`config.mk`:
```
export PLATFORM = sky130hd
export DESIGN_NAME = interrupt_controller
export DESIGN_NICKNAME = d
export VERILOG_FILES = /design/src/rtl/interrupt_controller_pkg.sv /design/src/rtl/interrupt_controller_priority_encoder.sv /design/src/rtl/interrupt_controller.sv
export SDC_FILE = /design/constraint.sdc
export NUM_CORES = 1
export LEC_CHECK = 0
export ABC_AREA = 1
export CORE_ASPECT_RATIO = 0.5
export CORE_UTILIZATION = 42
export CTS_CLUSTER_SIZE = 30
export DETAILED_ROUTE_END_ITERATION = 10
export HOLD_SLACK_MARGIN = 0.02
export PLACE_DENSITY = 0.86
export SLEW_MARGIN = 25
export SYNTH_ARGS = -nofsm -noshare
export SYNTH_HDL_FRONTEND = slang
export SYNTH_SLANG_ARGS = --single-unit
```
`constraint.sdc`:
```
create_clock -name clk -period 3.5 [get_ports clk]
set_input_delay 0.35 -clock clk [delete_from_list [all_inputs] [get_ports clk]]
set_output_delay 0.35 -clock clk [all_outputs]
set_load 0.01 [all_outputs]
```
`src/rtl/interrupt_controller_pkg.sv`:
```
// Shared definitions for the interrupt controller: FSM encoding, register map,
// defaults and the IRQ count bound.
package interrupt_controller_pkg;

    localparam int          MAX_IRQ             = 16;
    localparam int          ID_W                = 4;
    localparam logic [31:0] VECTOR_BASE_DEFAULT = 32'h0000_0100;

    typedef enum logic [1:0] {
        ST_IDLE   = 2'd0,
        ST_ENTER  = 2'd1,
        ST_IN_ISR = 2'd2,
        ST_RETURN = 2'd3
    } irq_state_e;

    typedef enum logic [1:0] {
        CFG_ENABLE  = 2'd0,
        CFG_PENDING = 2'd1,
        CFG_CTRL    = 2'd2,
        CFG_ACTIVE  = 2'd3
    } cfg_addr_e;

    // Each vector slot is one 32-bit word.
    function automatic logic [31:0] vector_addr(input logic [31:0] base,
                                                input logic [ID_W-1:0] id);
        return base + {26'd0, id, 2'b00};
    endfunction

endpackage

```
`src/rtl/interrupt_controller_priority_encoder.sv`:
```
// Fixed-priority encoder: lowest set request index wins (index 0 highest).
module irq_priority_encoder
    import interrupt_controller_pkg::*;
#(
    parameter int WIDTH = 8
) (
    input  logic [WIDTH-1:0] req,
    output logic [ID_W-1:0]  idx,
    output logic             valid
);

    // Scan from the top down so the lowest set bit is the last assignment.
    always_comb begin
        idx   = '0;
        valid = 1'b0;
        for (int i = WIDTH - 1; i >= 0; i--) begin
            if (req[i]) begin
                idx   = i[ID_W-1:0];
                valid = 1'b1;
            end
        end
    end

endmodule

```
`src/rtl/interrupt_controller.sv`:
```
// Edge-triggered, non-nesting interrupt controller with a small config register
// file; it redirects the core to a vector on entry and back to the saved PC on RETI.
module interrupt_controller
    import interrupt_controller_pkg::*;
#(
    parameter int          NUM_IRQ     = 8,
    parameter logic [31:0] VECTOR_BASE = VECTOR_BASE_DEFAULT
) (
    input  logic               clk,
    input  logic               reset,
    input  logic [NUM_IRQ-1:0] irq_lines,
    input  logic               instr_boundary,
    input  logic [31:0]        pc_next,
    input  logic               end_isr,
    input  logic               cfg_we,
    input  logic [1:0]         cfg_addr,
    input  logic [31:0]        cfg_wdata,
    output logic [31:0]        cfg_rdata,
    output logic               take_irq,
    output logic [31:0]        isr_vector,
    output logic               ret_valid,
    output logic [31:0]        ret_pc
);

    irq_state_e         state_q, state_d;
    logic [NUM_IRQ-1:0] pending_q, pending_d;
    logic [NUM_IRQ-1:0] enable_q, enable_d;
    logic               global_en_q, global_en_d;
    logic [31:0]        saved_pc_q, saved_pc_d;
    logic [ID_W-1:0]    active_id_q, active_id_d;
    logic [NUM_IRQ-1:0] irq_hist_q, irq_hist_d;
    logic               primed_q, primed_d;

    logic [NUM_IRQ-1:0] eligible;
    logic [NUM_IRQ-1:0] rise;
    logic [NUM_IRQ-1:0] clr;
    logic [ID_W-1:0]    win_idx;
    logic               win_valid;
    logic               in_isr;
    logic               unused_wdata;

    assign eligible     = pending_q & enable_q;
    assign unused_wdata = ^cfg_wdata;

    irq_priority_encoder #(
        .WIDTH (NUM_IRQ)
    ) u_prio (
        .req   (eligible),
        .idx   (win_idx),
        .valid (win_valid)
    );

    // NOTE: every signal gets a default first so no path leaves it unassigned (no latch).
    always_comb begin
        state_d     = state_q;
        enable_d    = enable_q;
        global_en_d = global_en_q;
        saved_pc_d  = saved_pc_q;
        active_id_d = active_id_q;
        irq_hist_d  = irq_lines;
        primed_d    = 1'b1;

        // The first cycle out of reset only samples history, so a line already high is not an edge.
        rise = irq_lines & ~irq_hist_q & {NUM_IRQ{primed_q}};
        clr  = '0;

        if (cfg_we) begin
            case (cfg_addr)
                CFG_ENABLE:  enable_d    = cfg_wdata[NUM_IRQ-1:0];
                CFG_PENDING: clr         = cfg_wdata[NUM_IRQ-1:0];
                CFG_CTRL:    global_en_d = cfg_wdata[0];
                default:     ;
            endcase
        end

        case (state_q)
            ST_IDLE: begin
                if (global_en_q && win_valid && instr_boundary) begin
                    state_d     = ST_ENTER;
                    saved_pc_d  = pc_next;
                    active_id_d = win_idx;
                    for (int i = 0; i < NUM_IRQ; i++) begin
                        if (win_idx == ID_W'(i)) clr[i] = 1'b1;
                    end
                end
            end
            ST_ENTER:  state_d = ST_IN_ISR;
            ST_IN_ISR: if (end_isr && instr_boundary) state_d = ST_RETURN;
            ST_RETURN: state_d = ST_IDLE;
            default:   state_d = ST_IDLE;
        endcase

        // A new edge in the same cycle as any clear keeps the request.
        pending_d = (pending_q & ~clr) | rise;
    end

    // NOTE: sequential state uses non-blocking assignments so all flops update together.
    always_ff @(posedge clk) begin
        if (reset) begin
            state_q     <= ST_IDLE;
            pending_q   <= '0;
            enable_q    <= '0;
            global_en_q <= 1'b0;
            saved_pc_q  <= '0;
            active_id_q <= '0;
            irq_hist_q  <= '0;
            primed_q    <= 1'b0;
        end else begin
            state_q     <= state_d;
            pending_q   <= pending_d;
            enable_q    <= enable_d;
            global_en_q <= global_en_d;
            saved_pc_q  <= saved_pc_d;
            active_id_q <= active_id_d;
            irq_hist_q  <= irq_hist_d;
            primed_q    <= primed_d;
        end
    end

    assign in_isr     = (state_q != ST_IDLE);
    assign take_irq   = (state_q == ST_ENTER);
    assign ret_valid  = (state_q == ST_RETURN);
    assign isr_vector = vector_addr(VECTOR_BASE, active_id_q);
    assign ret_pc     = saved_pc_q;

    always_comb begin
        cfg_rdata = '0;
        case (cfg_addr)
            CFG_ENABLE:  cfg_rdata[NUM_IRQ-1:0] = enable_q;
            CFG_PENDING: cfg_rdata[NUM_IRQ-1:0] = pending_q;
            CFG_CTRL:    cfg_rdata[0]           = global_en_q;
            CFG_ACTIVE: begin
                cfg_rdata[31]       = in_isr;
                cfg_rdata[ID_W-1:0] = active_id_q;
            end
            default:     cfg_rdata = '0;
        endcase
    end

endmodule
```
==> metrics.md <==
| Metric | Value |
|---|---|
| Status | complete, no violations |
| Core box area | 0.00740 mm^2 |
| Top FF cell, synth | dfxtp_1 |
| Leak | 1.72 nW |
| Post-DR wirelength/cell | 12.1 um |
| Final Hold Vio Count | 0 |
| Pwr dens | 435 mW/mm^2 |
| # H-tree levels | 3 |
| Peak VDD IR | 188 uV |
| FF+latch count, synth | 63 |
| Slew @ Worst Pin | 0.537 ns |
| RSZ-0062 raised after global routing | no |
| CTS tree | built |
| Cell Count Post-Placement | 595 |
| Layout cells sized above 1 | 0.157 |
| Slew margin rel. | 0.642 |
| Synth cell count leaders | nand2_1, dfxtp_1, buf_4, a21oi_2 |
| Seq/Total Area, Yosys | 0.390 |
| Fin crit share | 0.734 |
| Average size of a mapped cell | 7.82 um^2 |
| Placer Congestion | 0.840 |
| Gr usage total | 0.187 |
| Placement Rows | 22 |
| Unique masters post-synth | 31 |
| Max Slew Vio Count | 0 |
| Die height | 64.1 um |
| Max clock buf depth | 2 |
| CTS buffer count | 9 |
| Fmax | 0.390 GHz |
| Global route overflow | 0 |
| Synthesized instance count | 414 |
| Largest net degree at the start of global routing | 37 |
| Vias per Instance | 4.57 |
| Crit path from | cfg_addr[0] |
| Antenna Diode Count | 0 |
| Setup Viol. Count Final | 0 |
| Initial Util | 0.437 |
| Hold path cells | 2 |
| Worst Clk Skew | 0.0110 ns |
| Worst-path fanout max | 13 |
| Critical path class | primary input to output pin |
| Synth Area in Adders | 0.0155 |
| Die width | 126 um |
| Synth top area cells | dfxtp_1, buf_4, nand2_1 |
| Drt first pass iters | 4 |
| Worst Hold Class | register to register |
| Total number of vias | 2792 |
| Clk Latency, worst-skew pair | 0.32 ns |
| Setup TNS | 0 ns |
| Clock transition at the registers of the reported paths | 0.05 ns |
| Post-synthesis simple-gate area fraction | 0.252 |
| Hold wc startpoint | ret_pc[0] |
| Synthesized area | 0.00324 mm^2 |
| Worst Path Required | 3.15 ns |
| Layout Cells excl Fill | 611 |
| EDFF count, synth | 0 |
| Iteration-0 DRC Markers | 138 |
| Drt total wl | 7400 um |
| Post-DP HPWL | 5300 um |
| First-pass GRT wire length | 11800 um |
| Cts hold-fix bufs | 0 |
| Most frequent cell after synthesis | nand2_1 |
| Largest family of logic cells by synthesized area | simple AND/OR/NAND/NOR gates |
| Number of I/O port buffers | 100 |
| Synth-to-Final Area Change | 34.3% |
| Post-CTS Setup Inserts | 0 |
| Initial antenna violation count | 0 |
| Critical Path Sink Type | output pin |
| Compound-Gate Fraction of Synth Area | 0.151 |
| Share of the synthesized area in the top cell type | 0.390 |
| Ys Warns | 0 |
| Post-Synth XOR/XNOR Area | 0 |
| MaxCap Viol Count | 0 |
| Ys async rst share | 0 |
| R2r startpoint | state_q[0] |
| Layout Nets | 593 |
| R2R depth | 7 |
| CTS Root Cell | clkbuf_16 |
| Crit path DAT | 2.22 ns |
| Vias in the first global route | 2619 |
| Cells resized by post-CTS repair | 0 |
| Remaining routing DRC violations | 0 |
| ANT nets after route | 0 |
| Number of I/O pins | 177 |
| Die area | 0.00808 mm^2 |
| Post-synthesis mux area share | 0 |
| Minimum clock period | 2.57 ns |
| Startpoint types | primary input |
| CTS Sinks | 63 |
| Largest area contributor in the netlist | dfxtp_1 |
## registers in the layout, indices dropped and copies added, names as in the netlist
name,count
active_id_q,3
enable_q,8
global_en_q,1
irq_hist_q,8
pending_q,8
primed_q,1
ret_pc,32
state_q,2
## worst max-delay path, cell delays in order
cell,delay (ns)
clkdlybuf4s50_1,0.52
inv_1,0.09
nor2_1,0.10
buf_4,0.21
inv_1,0.10
o2111ai_1,0.25
clkdlybuf4s50_1,0.60
## path summary, 6_finish.rpt
check / endpoint / slack, ns
worst max-delay path: cfg_rdata[0] / 0.93
worst min-delay path: ret_pc[0] / 0.47
worst max register to register: active_id_q[0] / 1.64
worst min register to register: ret_pc[0] / 0.47
## cells in the final DEF (no fill, tap or decap), types with 2 or more instances in the layout
cell type          n
a21oi_1           23
a21oi_2           28
a31oi_1            4
buf_4              3
clkbuf_1           2
clkbuf_16          9
clkdlybuf4s50_1   99
clkinv_2           3
conb_1            52
dfxtp_1           63
ha_1               4
inv_1             25
nand2_1          106
nand2_2           25
nand2_4            2
nand3_1           11
nand4_1            4
nor2_1            24
nor2_4             3
o211ai_1           2
o21ai_0           11
## logic make-up after synthesis
kind of cell / Yosys count
compound gates: 71
buf+inv: 95
simple gates: 179
other cells: 2
fa+ha+maj: 4
flops: 63
## layout make-up
type | count | area (um^2)
flip-flops and latches | 63 | 1260
repair buffers | 103 | 1020
well taps | 96 | 120
multi-input cells | 306 | 1550
clock inverters | 4 | 45.0
fillers | 632 | 3060
clock buffers | 12 | 246
inverters | 27 | 106
## layer usage
metal  share of wire  global-route usage  routed length [um]  up-vias
met1            0.43               0.207                3180     1257
met2            0.50               0.346                3680      111
met5               0                   0                   0        -
met3           0.050              0.0486                 367       19
li1                -                   -                   -     1405
met4           0.023              0.0708                 170        0
## stage by stage
stage	hold slack, ns	total power, mW	util	setup slack [ns]	instance area (um^2)
6_report	0.470	1.89	0.587	0.933	4350
5_1_grt	0.487	1.97	0.587	0.874	4350
4_1_cts	0.468	1.90	0.587	0.926	4350
3_5_place_dp	0.458	1.04	0.548	0.971	4060
3_3_place_gp	0.452	1.04	0.548	1.01	4060
2_1_floorplan	0.438	0.967	-	2.04	3420
## power by group
part	switching (mW)	total (mW)	internal (mW)	leakage, nW
logic	0.149	0.268	0.119	1.06
registers	0.0186	0.765	0.747	0.513
clock network	0.292	0.858	0.566	0.146
No activity file was read; power rests on OpenSTA's default activity.
